==> src/rtl/intr_ctrl_pkg.sv <==
// Shared definitions for the interrupt controller: register offsets, default base
// address and the FSM state encoding.
package intr_ctrl_pkg;

    localparam logic [31:0] DEFAULT_BASE = 32'hF000_0100;

    localparam logic [31:0] OFF_STAT = 32'd0;
    localparam logic [31:0] OFF_MASK = 32'd4;
    localparam logic [31:0] OFF_ID   = 32'd8;
    localparam logic [31:0] OFF_EOI  = 32'd12;

    typedef enum logic [1:0] {
        IDLE    = 2'd0,
        REQ     = 2'd1,
        SERVICE = 2'd2
    } intrState_e;

endpackage

==> src/rtl/intr_ctrl_prio_enc.sv <==
// Fixed-priority encoder: reports whether any request is set and the index of the
// lowest set bit (bit 0 has the highest priority).
module prio_enc #(
    parameter int NUM_SRC = 4,
    parameter int ID_W    = 2
) (
    input  logic [NUM_SRC-1:0] req,
    output logic               any,
    output logic [ID_W-1:0]    idx
);

    assign any = |req;

    // Scanning from the top down lets the lowest set index overwrite the others
    always_comb begin
        idx = '0;
        for (int i = NUM_SRC - 1; i >= 0; i--) begin
            if (req[i]) begin
                idx = ID_W'(i);
            end
        end
    end

endmodule

==> src/rtl/intr_ctrl.sv <==
// Memory-mapped interrupt controller: samples device request levels, masks them,
// requests the CPU for the highest-priority source and holds it until EOI.
module intr_ctrl
    import intr_ctrl_pkg::*;
#(
    parameter int              BITS    = 32,
    parameter int              NUM_SRC = 4,
    parameter int              ID_W    = $clog2(NUM_SRC),
    parameter logic [BITS-1:0] BASE    = BITS'(DEFAULT_BASE)
) (
    input  logic               clk,
    input  logic               reset,
    input  logic               we,
    input  logic               re,
    input  logic [BITS-1:0]    memAddr,
    input  logic [BITS-1:0]    dataBusIn,
    output logic [BITS-1:0]    dataBusOut,
    input  logic [NUM_SRC-1:0] src_irq,
    input  logic               int_ack,
    output logic               irq,
    output logic [ID_W-1:0]    irq_id
);

    localparam logic [BITS-1:0] STAT_ADDR = BASE + BITS'(OFF_STAT);
    localparam logic [BITS-1:0] MASK_ADDR = BASE + BITS'(OFF_MASK);
    localparam logic [BITS-1:0] ID_ADDR   = BASE + BITS'(OFF_ID);
    localparam logic [BITS-1:0] EOI_ADDR  = BASE + BITS'(OFF_EOI);

    logic [NUM_SRC-1:0] pend;
    logic [NUM_SRC-1:0] mask;
    logic [NUM_SRC-1:0] active;
    logic [ID_W-1:0]    curId;
    logic [ID_W-1:0]    winner;
    logic               anyActive;
    logic               maskWr;
    logic               eoiWr;
    logic               rdEn;
    logic               irqReg;
    intrState_e         state;

    assign active = pend & mask;
    assign maskWr = we && (memAddr == MASK_ADDR);
    assign eoiWr  = we && (memAddr == EOI_ADDR);
    assign rdEn   = re && !we;

    prio_enc #(
        .NUM_SRC(NUM_SRC),
        .ID_W   (ID_W)
    ) uPrioEnc (
        .req(active),
        .any(anyActive),
        .idx(winner)
    );

    // Request levels are re-sampled every cycle, so a withdrawn request simply disappears
    always_ff @(posedge clk) begin
        if (reset) begin
            pend <= '0;
            mask <= '0;
        end else begin
            pend <= src_irq;
            if (maskWr) begin
                mask <= dataBusIn[NUM_SRC-1:0];
            end
        end
    end

    // An ack in REQ takes precedence over withdrawal and preemption in the same cycle
    always_ff @(posedge clk) begin
        if (reset) begin
            state  <= IDLE;
            curId  <= '0;
            irqReg <= 1'b0;
        end else begin
            case (state)
                IDLE: begin
                    if (anyActive) begin
                        state  <= REQ;
                        curId  <= winner;
                        irqReg <= 1'b1;
                    end
                end
                REQ: begin
                    if (int_ack) begin
                        state  <= SERVICE;
                        irqReg <= 1'b0;
                    end else if (!anyActive) begin
                        state  <= IDLE;
                        irqReg <= 1'b0;
                    end else begin
                        curId <= winner;
                    end
                end
                SERVICE: begin
                    irqReg <= 1'b0;
                    if (eoiWr) begin
                        state <= IDLE;
                    end
                end
                default: begin
                    state  <= IDLE;
                    irqReg <= 1'b0;
                end
            endcase
        end
    end

    assign irq    = irqReg;
    assign irq_id = curId;

    // Read data must be zero whenever this block is not addressed, since it is OR-ed into the CPU mux
    always_comb begin
        dataBusOut = '0;
        if (rdEn) begin
            case (memAddr)
                STAT_ADDR: dataBusOut[NUM_SRC-1:0] = pend;
                MASK_ADDR: dataBusOut[NUM_SRC-1:0] = mask;
                ID_ADDR: begin
                    dataBusOut[ID_W-1:0] = curId;
                    dataBusOut[BITS-1]   = (state == SERVICE);
                end
                default: dataBusOut = '0;
            endcase
        end
    end

endmodule

==> config.mk <==
export PLATFORM = sky130hd
export DESIGN_NAME = intr_ctrl
export DESIGN_NICKNAME = d
export VERILOG_FILES = /design/src/rtl/intr_ctrl_pkg.sv /design/src/rtl/intr_ctrl_prio_enc.sv /design/src/rtl/intr_ctrl.sv
export SDC_FILE = /design/constraint.sdc
export NUM_CORES = 1
export LEC_CHECK = 0
export CAP_MARGIN = 25
export CORE_MARGIN = 2
export CORE_UTILIZATION = 28
export DETAILED_ROUTE_END_ITERATION = 8
export GPL_ROUTABILITY_DRIVEN = 1
export PLACE_DENSITY = 0.81
export SLEW_MARGIN = 20
export SYNTH_ARGS = -nofsm -noshare
export SYNTH_HDL_FRONTEND = slang
export SYNTH_SLANG_ARGS = --single-unit
==> constraint.sdc <==
create_clock -name clk -period 1.5 [get_ports clk]
set_input_delay 0.225 -clock clk [delete_from_list [all_inputs] [get_ports clk]]
set_output_delay 0.225 -clock clk [all_outputs]
set_load 0.005 [all_outputs]
Yosys cells after proc, flatten, opt, wreduce, memory -nomap -nowiden --
Index checks and enable logic that the tools add are counted. W data, S select, Z words.
Operators by class: $add $sub $neg 0, $mul 0, div/mod/pow operators 0, magnitude comparators 0, equality and inequality tests 10, shift-type cells 0, muxes and demuxes 20, bitwise logic cells 1, reduce and logical (&&, ||, !) cells 10
Operators with widths (number):
- $eq A32 B32 Y1 const B | 4
- $mux W32 | 1
- $mux W2 | 10
- $pmux W2 S3 | 2
- $pmux W2 S2 | 2
- $ne A2 B2 Y1 const B | 3
- $and A4 B4 Y4 | 1
- $mux W1 | 4
- $reduce_and A2 Y1 | 2
- $reduce_or A4 Y1 | 1
- $logic_and A1 B1 Y1 | 3
- $ne A3 B3 Y1 const B | 1
- $reduce_and A3 Y1 | 1
- $eq A2 B1 Y1 const B | 1
- $eq A2 B2 Y1 const B | 1
- $logic_not A2 Y1 | 1
- $pmux W1 S2 | 1
- $reduce_bool A2 Y1 | 1
- $logic_not A1 Y1 | 1
Storage, ports and cells: bits in registers 13, bits in latches 0, bits in writable memories 0, bits in read-only memories 0, bits of input ports 73, output and inout port bits 35, logic and storage cells 46, memories kept 0

Longest topological paths before layout --
depth after elaboration 8, depth in mapped cells 5

Modules after synthesis --
From an unflattened synthesis, not the netlist that was laid out.
Unflattened totals: cell total of the unflattened synthesis 116, area total of the unflattened synthesis 985.9 um^2
Modules (own cells, without submodules):
- intr_ctrl | times used 1, cells an instance 109, area an instance 950.9 um^2, seq. area each 260.2 um^2
- prio_enc | times used 1, cells an instance 7, area an instance 35.0 um^2, seq. area each 0.0 um^2

Least setup slack after synthesis --
OpenSTA, ideal clock, no wires.
kind input-to-output, from input memAddr[18], to output dataBusOut[2], arrival 1.276 ns, required time 1.275 ns, path slack -0.001 ns, stages 4, path buffers 0, cell sequence nor4_2 -> nand4_2 -> or2_4 -> nor4_1
Between the ends: cells in the longest elaborated chain, start to end 3, elaborated cells between the ends (all ways) 4, those cells by class 2 x eq/ne; 2 x mux
Ends and longest elaborated chain:
- start, declared | RTL line intr_ctrl.sv:15 | input logic [BITS-1:0] memAddr,
- $eq A32 B32 Y1 | RTL line intr_ctrl.sv:115 | case (memAddr)
- $pmux W2 S2 * | RTL line intr_ctrl.sv:115
- $mux W32 * | RTL line intr_ctrl.sv:114 | if (rdEn) begin
- end, declared | RTL line intr_ctrl.sv:17 | output logic [BITS-1:0] dataBusOut,
Mark *: on every way between the ends. The rest lies on a longest branch, timed or not.

Worst setup path after layout --
from input memAddr[16], to output dataBusOut[3]
Same word-level chain as after synthesis.

==> impl_results.md <==
* Final setup skew at 1.68 ps
* Vias in the first global route at between 900 and 1000
* Pre-antenna DRT Iters at 3
* Final Setup Violations at 9
* Die Span X at 63.0 µm
* Setup WS pre-CTS at -1040 ps
* Post-Synthesis Cells at between 100 and 150
* Run status: finished with violations
* Die Y at 63.0 µm
* GRT Util Overall at 0.134
* Routed len/inst at 11.2 µm
* Grt total ovfl at 0
* Type of the worst setup path: in2out
* Setup TNS at -773 ps
* Grt met3 use at 0.0450
* Largest net degree at the start of global routing at 11
* Placer Congestion at just over 0.7
* Final ANT Viol Nets at 0
* NumNets Final at approximately 260
* Critical path startpoint category: input pin
* Cell taking the most area after synthesis: dfxtp_1
* Power per standard cell area at ~460 nW/µm²
* Initial antenna violation count at 0
* Top FF cell, synth: dfxtp_1
* Antenna Cells at 0
* Final critical-path share of the clock period at 1.12
* Synth warn at 0
* H-tree Lvls at 1
* Total CTS buffers at 3
* Worst-skew pair later-pin latency at between 200 and 300 ps
* Top-area cell type share of the netlist area at 0.267
* Synth cell types at 32
* Commonest cells in the synthesized netlist: buf_4 (27), dfxtp_1 (13), nand2b_1 (9)
* Layout cell share with drive strength beyond 1 at 0.364
* Initial DRC count at 15
* M1 GR Usage at 0.141
* Max frequency at 593 MHz
* Clk buf depth at 2
* Final Hold Fails at 0
* Failing checks: setup timing
* Core Rows at 21
* Io pins at ~110
* Total power at roughly 770 µW
* Data required time of the worst path at 1270 ps
* First-pass GRT wire length at 4.31 mm
* Via-to-Cell Ratio at 4.18
* Worst Path Max Fanout at 5
* Crit end category: primary output
* Number of synthesized flops with an enable pin at 0
* VDD IR max at 246 µV
* CTS tree: built
* Sequential area share after synthesis at 0.267
* Area grow syn2layout at 69.1%
* Drc violations at 0
* Initial Util at 0.292
* Max_cap viols at 0
* Layer with the highest usage: met2
* CTS clk-pin slew, worst paths at 80 ps
* Final Slew Violations at 0
* Smallest hold slack at about 500 ps
* DP HPWL at 2.12 mm
* Syn_area_per_cell at 8.79 µm²
* Total routed wirelength at 2.62 mm
* RSZ-0062 raised after global routing: yes
* FFs w/ async S/R, synth at 0
* Top-count cell post-synth: buf_4
* Detailed-route via count at 975
* Synth area leaders: dfxtp_1 (27%), buf_4 (21%), mux2i_1 (8.2%)
* CTS root buf: clkbuf_4
* Leak at 0.000715 µW
* Final worst slack at -186 ps
* Met2 usage at 0.247
* Worst path arrival time at 1460 ps
* #FFs+latches synth at 13
* Core area at 3340 µm²
* Total Die Area at ~4000 µm²
* Fillcell total at ~330
* PortBufs at 52
* Clock sink count at 13
* Post-Syn Area at 976 µm²
* HP Class: in2reg
* Shortest period the worst path allows at 1690 ps
==> registers in the layout, summed over array words and instances, names as in the netlist <==
register / cells
irq: 1
irq_id: 2
mask: 4
pend: 4
state: 2
==> placed cells by master, fill, tap and decap left out, types with 2 or more instances in the layout <==
cell type / n
nor4_4: 7
clkdlybuf4s15_1: 6
nand2b_1: 8
a21oi_1: 5
nor2b_1: 4
mux2i_1: 8
clkdlybuf4s50_1: 15
buf_6: 6
buf_4: 22
buf_2: 16
a22o_1: 2
nand2_1: 5
nand4_1: 2
conb_1: 27
clkbuf_4: 3
nor2_1: 4
dfxtp_1: 13
clkbuf_2: 3
dlygate4sd2_1: 7
nor3_2: 3
==> cells by family after synthesis <==
| kind of cell | count (synthesis) | synth area share |
|---|---|---|
| mux | 8 | 0.0821 |
| simple gates | 45 | 0.329 |
| other cells | 1 | 0.00384 |
| flops | 13 | 0.267 |
| buf+inv | 31 | 0.223 |
| compound gates | 13 | 0.0949 |
==> where the power goes <==
| group | leakage [µW] | switching (µW) | internal (µW) |
|---|---|---|---|
| Combinational | 0.000594 | 81.3 | 109 |
| Clock | 0.0000150 | 117 | 103 |
| Sequential | 0.000106 | 3.82 | 351 |
| Total | 0.000715 | 203 | 563 |
==> path summary, 6_finish.rpt <==
| kind | start | end | slack, ps | cells past startpoint |
|---|---|---|---|---|
| min | src_irq[2] | pend[2] | 490 | 2 |
| max reg2reg | pend[0] | irq_id[0] | 160 | 5 |
| min reg2reg | state[0] | state[1] | 500 | 2 |
| max | memAddr[16] | dataBusOut[3] | -190 | 6 |
==> timing repair <==
| item | in CTS | in global routing |
|---|---|---|
| gates resized for setup | 119 | 9 |
| endpoints found under the setup margin | 10 | 9 |
| endpoints found under the hold margin | 0 | 0 |
| buffers inserted | 4 | 1 |
| hold buffers | 0 | 0 |
| pin swaps | 16 | 7 |
==> worst max-delay path, cell delays in order <==
cell and delay [ps]:
buf_2 110, nor4_4 270, nand4_2 140, or2_4 320, nor4_4 250, buf_2 150
==> final cells by class <==
type	instances	area (µm²)	area share
flip-flops and latches	13	260	0.158
clock buffers	4	26.3	0.0159
inverters	2	7.51	0.00455
well taps	46	57.6	0.0349
multi-input cells	93	699	0.424
repair buffers	75	599	0.363
==> metrics by stage <==
stage / util / cell area, µm² / std cells
floorplan: - / 1070 / 137
global placement: 0.472 / 1580 / 224
detailed placement: 0.472 / 1580 / 224
CTS: 0.489 / 1630 / 232
global route: 0.495 / 1650 / 233
finish: 0.495 / 1650 / 233
==> routing by layer <==
metal / vias to the layer above / routed length, µm
met5: - / 0
met4: 0 / 27
met3: 2 / 281
met2: 55 / 1300
met1: 427 / 1010
li1: 491 / -
Note: power is estimated with default switching activity, not from simulation.
